[src/rtl/border_feed_ctrl.sv]
// Border-register feed sequencer for one systolic-array edge: clears, feeds and skews row enables.
// Optional stall counter output perf_stall_cnt is built when BORDER_FEED_PERF_EN is defined.
module border_feed_ctrl #(
  parameter int unsigned ROWS = 16,
  parameter int unsigned KW   = 8
) (
  input  logic            clk,
  input  logic            rst,
  input  logic            cmd_valid,
  output logic            cmd_ready,
  input  logic [KW-1:0]   cmd_len,
  input  logic            cmd_clr,
  input  logic            src_valid,
  output logic            src_ready,
  output logic [ROWS-1:0] border_en,
  output logic [ROWS-1:0] border_clr,
  output logic            busy,
  output logic            done
`ifdef BORDER_FEED_PERF_EN
  ,
  output logic [15:0]     perf_stall_cnt
`endif
);

  localparam int unsigned DW = (ROWS > 1) ? $clog2(ROWS) : 1;
  localparam logic [DW-1:0] DrainLoad = DW'(ROWS - 1);

  typedef enum logic [1:0] {StIdle, StClear, StFeed, StDrain} state_e;

  state_e        state_q;
  logic [KW-1:0] rem_q;
  logic [DW-1:0] drain_q;
  logic          done_q;
  logic          accept;
  logic          beat;

  assign accept = cmd_valid && (state_q == StIdle);
  assign beat   = src_valid && src_ready;

  always_ff @(posedge clk) begin
    if (rst) begin
      state_q <= StIdle;
      rem_q   <= '0;
      drain_q <= '0;
      done_q  <= 1'b0;
    end else begin
      done_q <= 1'b0;
      unique case (state_q)
        StIdle: begin
          if (cmd_valid) begin
            rem_q <= cmd_len;
            if (cmd_clr) begin
              state_q <= StClear;
            end else if (cmd_len != '0) begin
              state_q <= StFeed;
            end else begin
              done_q <= 1'b1;
            end
          end
        end
        StClear: begin
          if (rem_q != '0) begin
            state_q <= StFeed;
          end else begin
            state_q <= StIdle;
            done_q  <= 1'b1;
          end
        end
        StFeed: begin
          if (beat) begin
            rem_q <= rem_q - 1'b1;
            if (rem_q == KW'(1)) begin
              // A single-row column has no skew to drain.
              if (ROWS > 1) begin
                state_q <= StDrain;
                drain_q <= DrainLoad;
              end else begin
                state_q <= StIdle;
                done_q  <= 1'b1;
              end
            end
          end
        end
        StDrain: begin
          if (drain_q <= DW'(1)) begin
            state_q <= StIdle;
            drain_q <= '0;
            done_q  <= 1'b1;
          end else begin
            drain_q <= drain_q - 1'b1;
          end
        end
        default: state_q <= StIdle;
      endcase
    end
  end

  // Outputs are forced to their idle values while rst is held.
  assign cmd_ready  = rst || (state_q == StIdle);
  assign src_ready  = !rst && (state_q == StFeed) && (rem_q != '0);
  assign busy       = !rst && (state_q != StIdle);
  assign done       = !rst && done_q;
  assign border_clr = (!rst && (state_q == StClear)) ? '1 : '0;
  assign border_en[0] = beat;

  if (ROWS > 1) begin : g_chain
    logic [ROWS-2:0] sh_q;

    always_ff @(posedge clk) begin
      if (rst) begin
        sh_q <= '0;
      end else begin
        sh_q[0] <= beat;
        for (int i = 1; i < int'(ROWS) - 1; i++) begin
          sh_q[i] <= sh_q[i-1];
        end
      end
    end

    assign border_en[ROWS-1:1] = rst ? '0 : sh_q;
  end

`ifdef BORDER_FEED_PERF_EN
  logic [15:0] stall_q;

  always_ff @(posedge clk) begin
    if (rst) begin
      stall_q <= '0;
    end else if (accept) begin
      stall_q <= '0;
    end else if (src_ready && !src_valid && (stall_q != 16'hFFFF)) begin
      stall_q <= stall_q + 16'd1;
    end
  end

  assign perf_stall_cnt = stall_q;
`endif

endmodule

[config.mk]
export PLATFORM = sky130hd
export DESIGN_NAME = border_feed_ctrl
export DESIGN_NICKNAME = d
export VERILOG_FILES = /design/src/rtl/border_feed_ctrl.sv
export SDC_FILE = /design/constraint.sdc
export NUM_CORES = 1
export LEC_CHECK = 0
export ABC_AREA = 1
export CAP_MARGIN = 10
export CORE_MARGIN = 3
export CORE_UTILIZATION = 47
export DETAILED_ROUTE_END_ITERATION = 10
export PLACE_DENSITY = 0.79
export SYNTH_ARGS = -nofsm -noshare
export SYNTH_HDL_FRONTEND = slang
export SYNTH_SLANG_ARGS = --single-unit
[constraint.sdc]
create_clock -name clk -period 3.05 [get_ports clk]
set_clock_uncertainty 0.2 [all_clocks]
set_input_delay 0.61 -clock clk [delete_from_list [all_inputs] [get_ports clk]]
set_output_delay 0.61 -clock clk [all_outputs]
set_load 0.05 [all_outputs]
# Yosys cells after proc, flatten, opt, wreduce, memory -nomap -nowiden
# Index checks and enable logic that the tools add are counted.
# op_classes
mux,23
n_eq_ne,9
add_sub_neg,2
n_reduce_logical,17
order_cmp,1
# op_table
op,n
two-way mux 16 bit,1
two-way mux 8 bit,2
case mux 8 bit (2 select lines),1
nonzero test 8 bit,2
two-way mux 15 bit,1
two-way mux 2 bit,7
two-way mux 4 bit,3
"equality test 8 x 1 -> 1 bit, second input constant",1
"!= test 2 bit, second input constant",4
case mux 2 bit (4 select lines),1
case mux 4 bit (2 select lines),1
"subtractor 8 x 1 -> 8 bit, second input constant",1
logical AND 1 bit,6
AND reduction 3 bit,2
nonzero test 2 bit,3
two-way mux 1 bit,5
AND reduction 5 bit,1
"equality test 2 bit, second input constant",2
"less-or-equal comparator 4 x 1 -> 1 bit, second input constant",1
case mux 1 bit (4 select lines),1
"subtractor 4 x 1 -> 4 bit, second input constant",1
"!= test 3 x 2 -> 1 bit, second input constant",1
"equality test 2 x 1 -> 1 bit, second input constant",1
logical NOT 2 bit,1
other kinds (2),2
# word_totals
elab_cells,57
reg_bits,30
output_inout_bits,36
in_bits,13

# Depth between registers and ports, before layout
# Gate-level depths: netlist of run 1.
# depth
word_depth,6
ltp_mapped,11
mapped_depth_nobuf,11

# Worst setup path before layout of run 1
# OpenSTA, ideal clock, no wires.
# synth_timing
path_kind,in2out
startpoint,input rst
endpoint,output border_clr[10]
slack_ns,-0.312
stages,4
required_time_ns,2.240
t_arrival_ns,2.552
path_buffers,3
cell_sequence,clkbuf_1 clkbuf_1 nor2_1 buf_4
# synth_via
elab_chain_len,3
# synth_rtl
item,line,text
from (decl),8,"input logic rst,"
logical NOT 1 bit,103,assign border_clr = (!rst && (state_q == StClear)) ? '1 : '0;
logical AND 1 bit,103,
two-way mux 16 bit,103,
to (decl),16,"output logic [ROWS-1:0] border_clr,"
# No other way between the ends.

# Worst setup path after layout of run 1
# layout_timing
startpoint,input rst
endpoint,output border_en[3]
# layout_via
elab_chain_len,1
# layout_rtl
item,line,text
two-way mux 15 bit,120,assign border_en[ROWS-1:1] = rst ? '0 : sh_q;
to (decl),15,"output logic [ROWS-1:0] border_en,"
# No other way between the ends.

==> results of run 1 <==
worst register-to-register path, stage by stage (launching register included):
cell	delay [ns]
dfxtp_1	0.36
inv_2	0.08
nor2_4	0.24
inv_4	0.13
nor2_4	0.10
nand3_2	0.14
nand2_4	0.15
nand2_4	0.10
nand2_1	0.07
nand2_1	0.05
nor2_1	0.11
sequential cells by signal (all words and copies together) (netlist names):
name and cells:
done_q 1, drain_q 4, g_chain.sh_q 15, rem_q 8
state_q 2
stage by stage:
stage | instance area (µm²) | hold slack [ns]
after floorplan | 1730 | 0.211
after global placement | 2510 | 0.215
after detailed placement | 2510 | 0.221
after CTS | 2590 | 0.231
after global routing | 2590 | 0.253
final | 2590 | 0.230
logic make-up after synthesis:
| kind of cell | count (synthesis) | synth area share |
|---|---|---|
| simple gates | 140 | 0.345 |
| buf+inv | 71 | 0.192 |
| flops | 30 | 0.348 |
| compound gates | 24 | 0.0726 |
| fa+ha+maj | 5 | 0.0363 |
| xor+xnor | 1 | 0.00508 |
final cells by class:
class                      instances  area share
timing repair buffer              51       0.338
multi-input combinational        170       0.306
sequential                        30       0.232
inverter                          49      0.0719
clock buffer                       5      0.0265
tap                               46      0.0222
clock inverter                     2     0.00386
Yosys cell counts (3+ instances only):
library cell / count
nand3_1: 16
ha_1: 5
clkbuf_1: 4
dfxtp_1: 30
nor2_1: 60
a21oi_1: 12
inv_1: 46
nor3_1: 3
nand2_1: 53
o21ai_0: 9
buf_4: 16
per-layer routing:
layer | global-route usage | share of wire
met1 | 0.230 | 0.41
met2 | 0.345 | 0.48
met3 | 0.0691 | 0.084
met4 | 0.0888 | 0.019
met5 | 0 | 0
report_power, final:
group          switching (W)  leakage, nW  total [W]  internal [W]
clock               0.000142       0.0438   0.000295      0.000152
sequential         0.0000529        0.245   0.000518      0.000465
combinational       0.000671        0.934    0.00108      0.000409
total               0.000866         1.22    0.00189       0.00103
final timing paths:
path	to	from	cells after the start	slack (ns)
worst max register to register	rem_q[6]	state_q[1]	10	1.25
worst min register to register	g_chain.sh_q[10]	g_chain.sh_q[9]	2	0.23
worst max-delay path	border_en[3]	rst	4	0.36
worst min-delay path	g_chain.sh_q[10]	g_chain.sh_q[9]	2	0.23
==> qor.yml, run 1 <==
timing:
  final-setup-viol-count: 0
  hold_viol: 0
  rsz0062_at_grt: "no"
  worstMarginPinSlew_ns: 0.451
  fin_tns_setup_ns: 0
  slew_violations: 0
  period_minus_slack_ns: 2.69
  fin_crit_sh: 0.881
  fin_ws_ns: 0.363
  clock.fmax_ghz: 0.372
  max_slew_margin: 0.699
critical_path:
  path_cells: "clkdlybuf4s50_1 -> buf_4 -> nor2_1 -> buf_12"
  end_kind: "primary output"
  crit_path_start_kind: "input pin"
  critPathMaxFanout: 26
  crit_buf_inv: 3
  arrival_ns: 1.88
  slowest_stage: "clkdlybuf4s50_1"
  cp.required_ns: 2.24
  critPathMaxStageDelay_ns: 0.64
  crit_type: "input pin to primary output"
  crit_family: "buffers and inverters"
clock_network:
  insertion_delay_ns: 0.28
  cts-root-buf: "clkbuf_8"
  path_clk_slew_ns: 0.06
  cts.sink_count: 30
  post-cts-setup-buffers: 0
  htreeDepth: 2
  clock_path_buffers: 2
  ctsResizeCount: 0
  hold_buffers: 0
  cts_buffers: 5
  cts_tree: "done"
global_route:
  grt_pass1_vias: 1484
  grt_use_total: 0.204
  antenna_found_initial: 0
  grt-ovfl-total: 0
  grt_pass1_wl_um: 6760
  grt_max_degree: 27
layout:
  fin_util: 0.754
  nNetsFinal: 325
  multi_input_area_um2: 795
  diodes: 0
  fillers: 258
  final_common_cell: "nor2_1"
  syn2layout_area_growth_pct: 50.4
  drive_gt1_frac: 0.179
  layout_common_cells: "nor2_1, nand2_1, inv_1"
  instances_no_fill: 353
  seqCellArea_um2: 601
routing:
  vias: 1706
  firstDrtPassIters: 5
  routedWlPerCell_um: 11.7
  viasPerCell: 4.83
  drc_errors: 0
  wl_um: 4140
  drt_iter0_drc: 71
  antenna_left: 0
synthesis:
  synthesis.nets: 289
  synth_edf_count: 0
  async_reset_ff_frac: 0
  ys.flop_type: "dfxtp_1"
  yosysUniqueCellTypes: 22
  ys_seq_elements: 30
  synth.top_cell.area_share: 0.348
  synth_area_leaders: "dfxtp_1, nor2_1, nand2_1"
  synth_top_area_cell: "dfxtp_1"
  seq_area_frac_synth: 0.348
  synth.cell_area_um2: 1720
  synth_warnings: 0
  avgSynthCellArea_um2: 6.36
  syn_inst: 271
place:
  port_buffers: 48
  hpwl_um: 3220
  globalplace.congestion: 0.901
  dp_cells: 346
  pre_cts_ws_ns: 0.355
status:
  outcome: "finished clean"
pwr:
  power_density_nw_per_um2: 730
  ir_drop_uv: 439
  total_power_w: 0.00189
  p_leak_nw: 1.22
die:
  initial_core_util: 0.501
  die_y_um: 66.6
  fp.dieW_um: 66.6
  rows: 21
  core_um2: 3440
  dieArea_um2: 4430
  io_pins: 49
flow_run:
  maxCapViolCount: 0
min_path:
  min_path_type: "flip-flop to flip-flop"
No activity file was read; power rests on OpenSTA's default activity.
==> run 2: changes to the inputs <==
--- a/config.mk
+++ b/config.mk
@@ -7,6 +7,7 @@
 export LEC_CHECK = 0
 export ABC_AREA = 1
 export CAP_MARGIN = 10
+export CORE_ASPECT_RATIO = 1.2
 export CORE_MARGIN = 3
 export CORE_UTILIZATION = 47
 export DETAILED_ROUTE_END_ITERATION = 10
==> run 2 against run 1 <==
Compared with the run above:
- global-route usage fell by 0.20 points
- worst hold slack worse by 0.0031 ns
- clock power grew 70%
- highest routed layer unchanged
- sequential share of layout area is 0.46 points lower
- count of clock-buffer cells in the layout grew 1
- first-iteration DRC count did not move
- critical endpoint is now border_en[10]
- power rose by 10%
==> qor.yml, run 2 (synthesized netlist as in run 1, its figures left out) <==
timing:
  fin_ws_ns: 0.292
  max_slew_margin: 0.661
  hold_viol: 0
  worstMarginPinSlew_ns: 0.505
  clock.fmax_ghz: 0.363
  final-setup-viol-count: 0
  slew_violations: 0
  fin_tns_setup_ns: 0
  rsz0062_at_grt: "no"
  fin_crit_sh: 0.904
  period_minus_slack_ns: 2.76
critical_path:
  crit_buf_inv: 3
  end_kind: "primary output"
  cp.required_ns: 2.24
  crit_type: "input pin to primary output"
  ff2ff_path_depth: 11
  crit_path_start_kind: "input pin"
  slowest_stage: "clkdlybuf4s50_1"
  r2r_end: "rem_q[6]"
  crit_family: "buffers and inverters"
  path_cells: "clkdlybuf4s50_1 -> buf_4 -> nor2_1 -> buf_12"
  critPathMaxStageDelay_ns: 0.59
  path_depth: 4
  rrSetupSlack_ns: 1.30
  critPathMaxFanout: 27
  r2r_start: "rem_q[0]"
  arrival_ns: 1.95
layout:
  final_cell_area_um2: 2650
  largest_register_ffs: 15
  largest_register: "g_chain.sh_q"
  diodes: 0
  final_common_cell: "nor2_1"
  top_regs: "g_chain.sh_q x15, rem_q x8, drain_q x4"
  layout_common_cells: "nor2_1, nand2_1, inv_1"
  syn2layout_area_growth_pct: 53.5
  fillers: 223
  drive_gt1_frac: 0.182
  instances_no_fill: 345
  fin_util: 0.773
  nNetsFinal: 325
clock_network:
  cts_tree: "done"
  post-cts-setup-buffers: 0
  ctsResizeCount: 0
  insertion_delay_ns: 0.28
  clock_path_buffers: 2
  cts.sink_count: 30
  hold_buffers: 0
  path_clk_slew_ns: 0.07
  htreeDepth: 2
  cts_buffers: 5
  cts-root-buf: "clkbuf_8"
routing:
  firstDrtPassIters: 4
  drc_errors: 0
  viasPerCell: 4.92
  wl_um: 4000
  routedWlPerCell_um: 11.6
  vias: 1696
  antenna_left: 0
  drt_iter0_drc: 71
pwr:
  ir_drop_uv: 715
  combPwrFrac: 0.511
  p_leak_nw: 1.25
  power_frac_clock: 0.240
  power_density_nw_per_um2: 789
  switching_share: 0.415
  seqPwrFrac: 0.249
  p_int_w: 0.00122
  power.switching_w: 0.000866
die:
  die_y_um: 72.4
  core_um2: 3420
  io_pins: 49
  fp.dieW_um: 61.3
  initial_core_util: 0.503
  dieArea_um2: 4430
  rows: 23
global_route:
  grt_pass1_wl_um: 6830
  grt_use_total: 0.202
  grt_max_degree: 28
  antenna_found_initial: 0
  grt-ovfl-total: 0
  grt_pass1_vias: 1585
place:
  globalplace.congestion: 0.861
  hpwl_um: 3000
  place_area_um2: 2500
  pre_cts_ws_ns: 0.311
  dp_cells: 337
  port_buffers: 48
min_path:
  min_path_cells: 2
  holdPathEnd: "g_chain.sh_q[7]"
  min_path_type: "flip-flop to flip-flop"
  min_from: "g_chain.sh_q[6]"
flow_run:
  maxCapViolCount: 0
status:
  outcome: "finished clean"
[run 2: cell count changes in the layout (fill, tap and decap cells not counted)]
cell,previous run,this run
clkbuf_8,5,6
bufinv_16,0,2
clkinv_2,2,0
[run 2: final cells by class]
| type | count | area [µm²] | share of cell area |
|---|---|---|---|
| multi-input cells | 170 | 795 | 0.300 |
| clock inverters | 2 | 60.1 | 0.0227 |
| clock buffers | 6 | 82.6 | 0.0312 |
| repair buffers | 51 | 876 | 0.331 |
| well taps | 37 | 46.3 | 0.0175 |
| flip-flops and latches | 30 | 601 | 0.227 |
| inverters | 49 | 186 | 0.0704 |
[run 2: power groups by stage]
stage	logic (W)	clock network, W	registers, W
after floorplan	0.000757	0	0.000513
after global placement	0.00104	0	0.000523
after detailed placement	0.00106	0	0.000524
after CTS	0.00107	0.000511	0.000517
after global routing	0.00118	0.000528	0.000530
final	0.00107	0.000502	0.000520
[run 2: worst max path at each step]
stage | endpoint | startpoint | slack [ns]
detailed placement | border_en[10] | rst | 0.31
global placement | border_en[7] | rst | 0.38
CTS | border_en[10] | rst | 0.28
finish | border_en[10] | rst | 0.29
global route | border_en[10] | rst | 0.23
floorplan | border_clr[10] | rst | 0.13
[run 2: layer usage]
| metal | routed length (µm) | vias to the layer above | GRT usage |
|---|---|---|---|
| met1 | 1650 | 756 | 0.230 |
| met3 | 276 | 9 | 0.0480 |
| li1 | - | 873 | - |
| met2 | 1970 | 58 | 0.349 |
| met5 | 0 | - | 0 |
| met4 | 99 | 0 | 0.0843 |
[run 2: stage by stage]
| step | power [W] | hold slack [ns] |
|---|---|---|
| floorplan | 0.00127 | 0.211 |
| global placement | 0.00156 | 0.219 |
| detailed placement | 0.00158 | 0.222 |
| CTS | 0.00210 | 0.231 |
| global route | 0.00223 | 0.245 |
| finish | 0.00209 | 0.227 |
[run 2: worst min-delay path, cell delays in order (launching register included)]
cell	delay (ns)
dfxtp_1	0.30
inv_1	0.06
nor2_1	0.04
==> run 3: changes to the inputs <==
--- a/config.mk
+++ b/config.mk
@@ -9,9 +9,9 @@
 export CAP_MARGIN = 10
 export CORE_ASPECT_RATIO = 1.2
 export CORE_MARGIN = 3
-export CORE_UTILIZATION = 47
+export CORE_UTILIZATION = 43
 export DETAILED_ROUTE_END_ITERATION = 10
-export PLACE_DENSITY = 0.79
+export PLACE_DENSITY = 0.76
 export SYNTH_ARGS = -nofsm -noshare
 export SYNTH_HDL_FRONTEND = slang
 export SYNTH_SLANG_ARGS = --single-unit
==> constraint.sdc (replaced) <==
create_clock -name clk -period 2.34 [get_ports clk]
set_clock_uncertainty 0.2 [all_clocks]
set_input_delay 0.468 -clock clk [delete_from_list [all_inputs] [get_ports clk]]
set_output_delay 0.468 -clock clk [all_outputs]
set_load 0.05 [all_outputs]
==> run 3 against run 2 <==
Compared with the run above:
- worst hold slack improved by 0.00057 ns
- first-iteration DRC count decreased by 32%
- highest routed layer unchanged
- non-clock buffer count increased by 3
- combinational power increased by 33%
- sequential power increased by 30%
==> qor.yml, run 3 (synthesized netlist as in run 1, its figures left out) <==
status:
  outcome: "finished clean"
place:
  dp_cells: 355
  hpwl_um: 3230
  pre_cts_ws_ns: 0.0430
  port_buffers: 48
  globalplace.congestion: 0.845
die:
  core_um2: 3750
  fp.dieW_um: 63.8
  die_y_um: 75.4
  initial_core_util: 0.459
  io_pins: 49
  dieArea_um2: 4810
  rows: 24
critical_path:
  crit_family: "buffers and inverters"
  ff2ff_path_depth: 10
  crit_path_start_kind: "input pin"
  slowest_stage: "clkdlybuf4s50_1"
  crit_type: "input pin to primary output"
  critPathMaxStageDelay_ns: 0.48
  critPathMaxFanout: 22
  path_cells: "clkdlybuf4s50_1 -> buf_4 -> nor2_1 -> buf_12"
  rrSetupSlack_ns: 0.47
  r2r_start: "state_q[1]"
  crit_end: "border_en[13]"
  arrival_ns: 1.62
  crit_buf_inv: 3
  end_kind: "primary output"
  cp.required_ns: 1.67
  path_depth: 4
  cp-startpoint: "rst"
  r2r_end: "rem_q[6]"
pwr:
  ir_drop_uv: 587
  p_leak_nw: 1.24
  power_density_nw_per_um2: 952
clock_network:
  cts_tree: "done"
  clock_path_buffers: 2
  hold_buffers: 0
  post-cts-setup-buffers: 0
  cts-root-buf: "clkbuf_8"
  insertion_delay_ns: 0.28
  cts_buffers: 5
  ctsResizeCount: 0
  path_clk_slew_ns: 0.07
  htreeDepth: 2
  cts.sink_count: 30
routing:
  drt_iter0_drc: 48
  viasPerCell: 4.60
  vias: 1671
  drc_errors: 0
  antenna_left: 0
  firstDrtPassIters: 4
  wl_um: 4010
  routedWlPerCell_um: 11.0
layout:
  diodes: 0
  seqCellArea_um2: 601
  largest_register_ffs: 15
  instances_no_fill: 363
  layout_common_cells: "nor2_1, nand2_1, inv_1"
  largest_register: "g_chain.sh_q"
  fillers: 281
  top_regs: "g_chain.sh_q x15, rem_q x8, drain_q x4"
  drive_gt1_frac: 0.199
  multi_input_area_um2: 816
  final_common_cell: "nor2_1"
  nNetsFinal: 328
  syn2layout_area_growth_pct: 54.4
timing:
  final-setup-viol-count: 0
  worstMarginPinSlew_ns: 0.451
  fin_tns_setup_ns: 0
  period_minus_slack_ns: 2.29
  slew_violations: 0
  hold_viol: 0
  clock.fmax_ghz: 0.437
  fin_crit_sh: 0.979
  max_slew_margin: 0.699
  rsz0062_at_grt: "no"
  fin_ws_ns: 0.0499
global_route:
  grt_max_degree: 23
  antenna_found_initial: 0
  grt_pass1_vias: 1572
  grt_use_total: 0.178
  grt_pass1_wl_um: 6770
  grt-ovfl-total: 0
flow_run:
  maxCapViolCount: 0
min_path:
  min_path_type: "flip-flop to flip-flop"
==> run 3: metrics by stage <==
step                 util  power, W  hold WS [ns]  area (µm²)
finish              0.709   0.00253         0.227        2660
global route        0.709   0.00272         0.261        2660
CTS                 0.707   0.00253         0.231        2650
detailed placement  0.681   0.00208         0.221        2560
global placement    0.681   0.00205         0.219        2560
floorplan               -   0.00167         0.211        1740
==> run 3: worst register-to-register path, stage by stage (launching register included) <==
cell	delay, ns
dfxtp_1	0.37
inv_2	0.08
nor2_4	0.25
inv_4	0.14
nor2_4	0.11
nand3_2	0.09
buf_4	0.16
nand2_4	0.11
nand2_4	0.10
nor2_1	0.12
nor2_1	0.05
==> run 3: how the worst min path moves through the flow <==
stage	slack (ns)	end	from	depth (start not counted)
global route	0.26	g_chain.sh_q[9]	g_chain.sh_q[8]	2
CTS	0.23	g_chain.sh_q[1]	g_chain.sh_q[0]	2
floorplan	0.21	g_chain.sh_q[10]	g_chain.sh_q[9]	2
global placement	0.22	g_chain.sh_q[6]	g_chain.sh_q[5]	2
finish	0.23	g_chain.sh_q[1]	g_chain.sh_q[0]	2
detailed placement	0.22	g_chain.sh_q[1]	g_chain.sh_q[0]	2
==> run 3: final cells by class <==
type                    count  area share
clock buffers               6      0.0310
well taps                  52      0.0244
multi-input cells         170       0.307
inverters                  49      0.0701
clock inverters             2     0.00470
flip-flops and latches     30       0.226
repair buffers             54       0.338
==> run 3: where the power goes <==
group,switching [W],internal [W]
Sequential,0.0000706,0.000606
Clock,0.000199,0.000236
Combinational,0.000878,0.000544
==> run 3: per-layer routing <==
layer | part of all wire | wire [µm] | track usage | vias up
met5 | 0 | 0 | 0 | -
met4 | 0.012 | 48 | 0.0647 | 0
met3 | 0.062 | 250 | 0.0457 | 5
met2 | 0.48 | 1930 | 0.327 | 49
met1 | 0.44 | 1780 | 0.201 | 741
li1 | - | - | - | 876
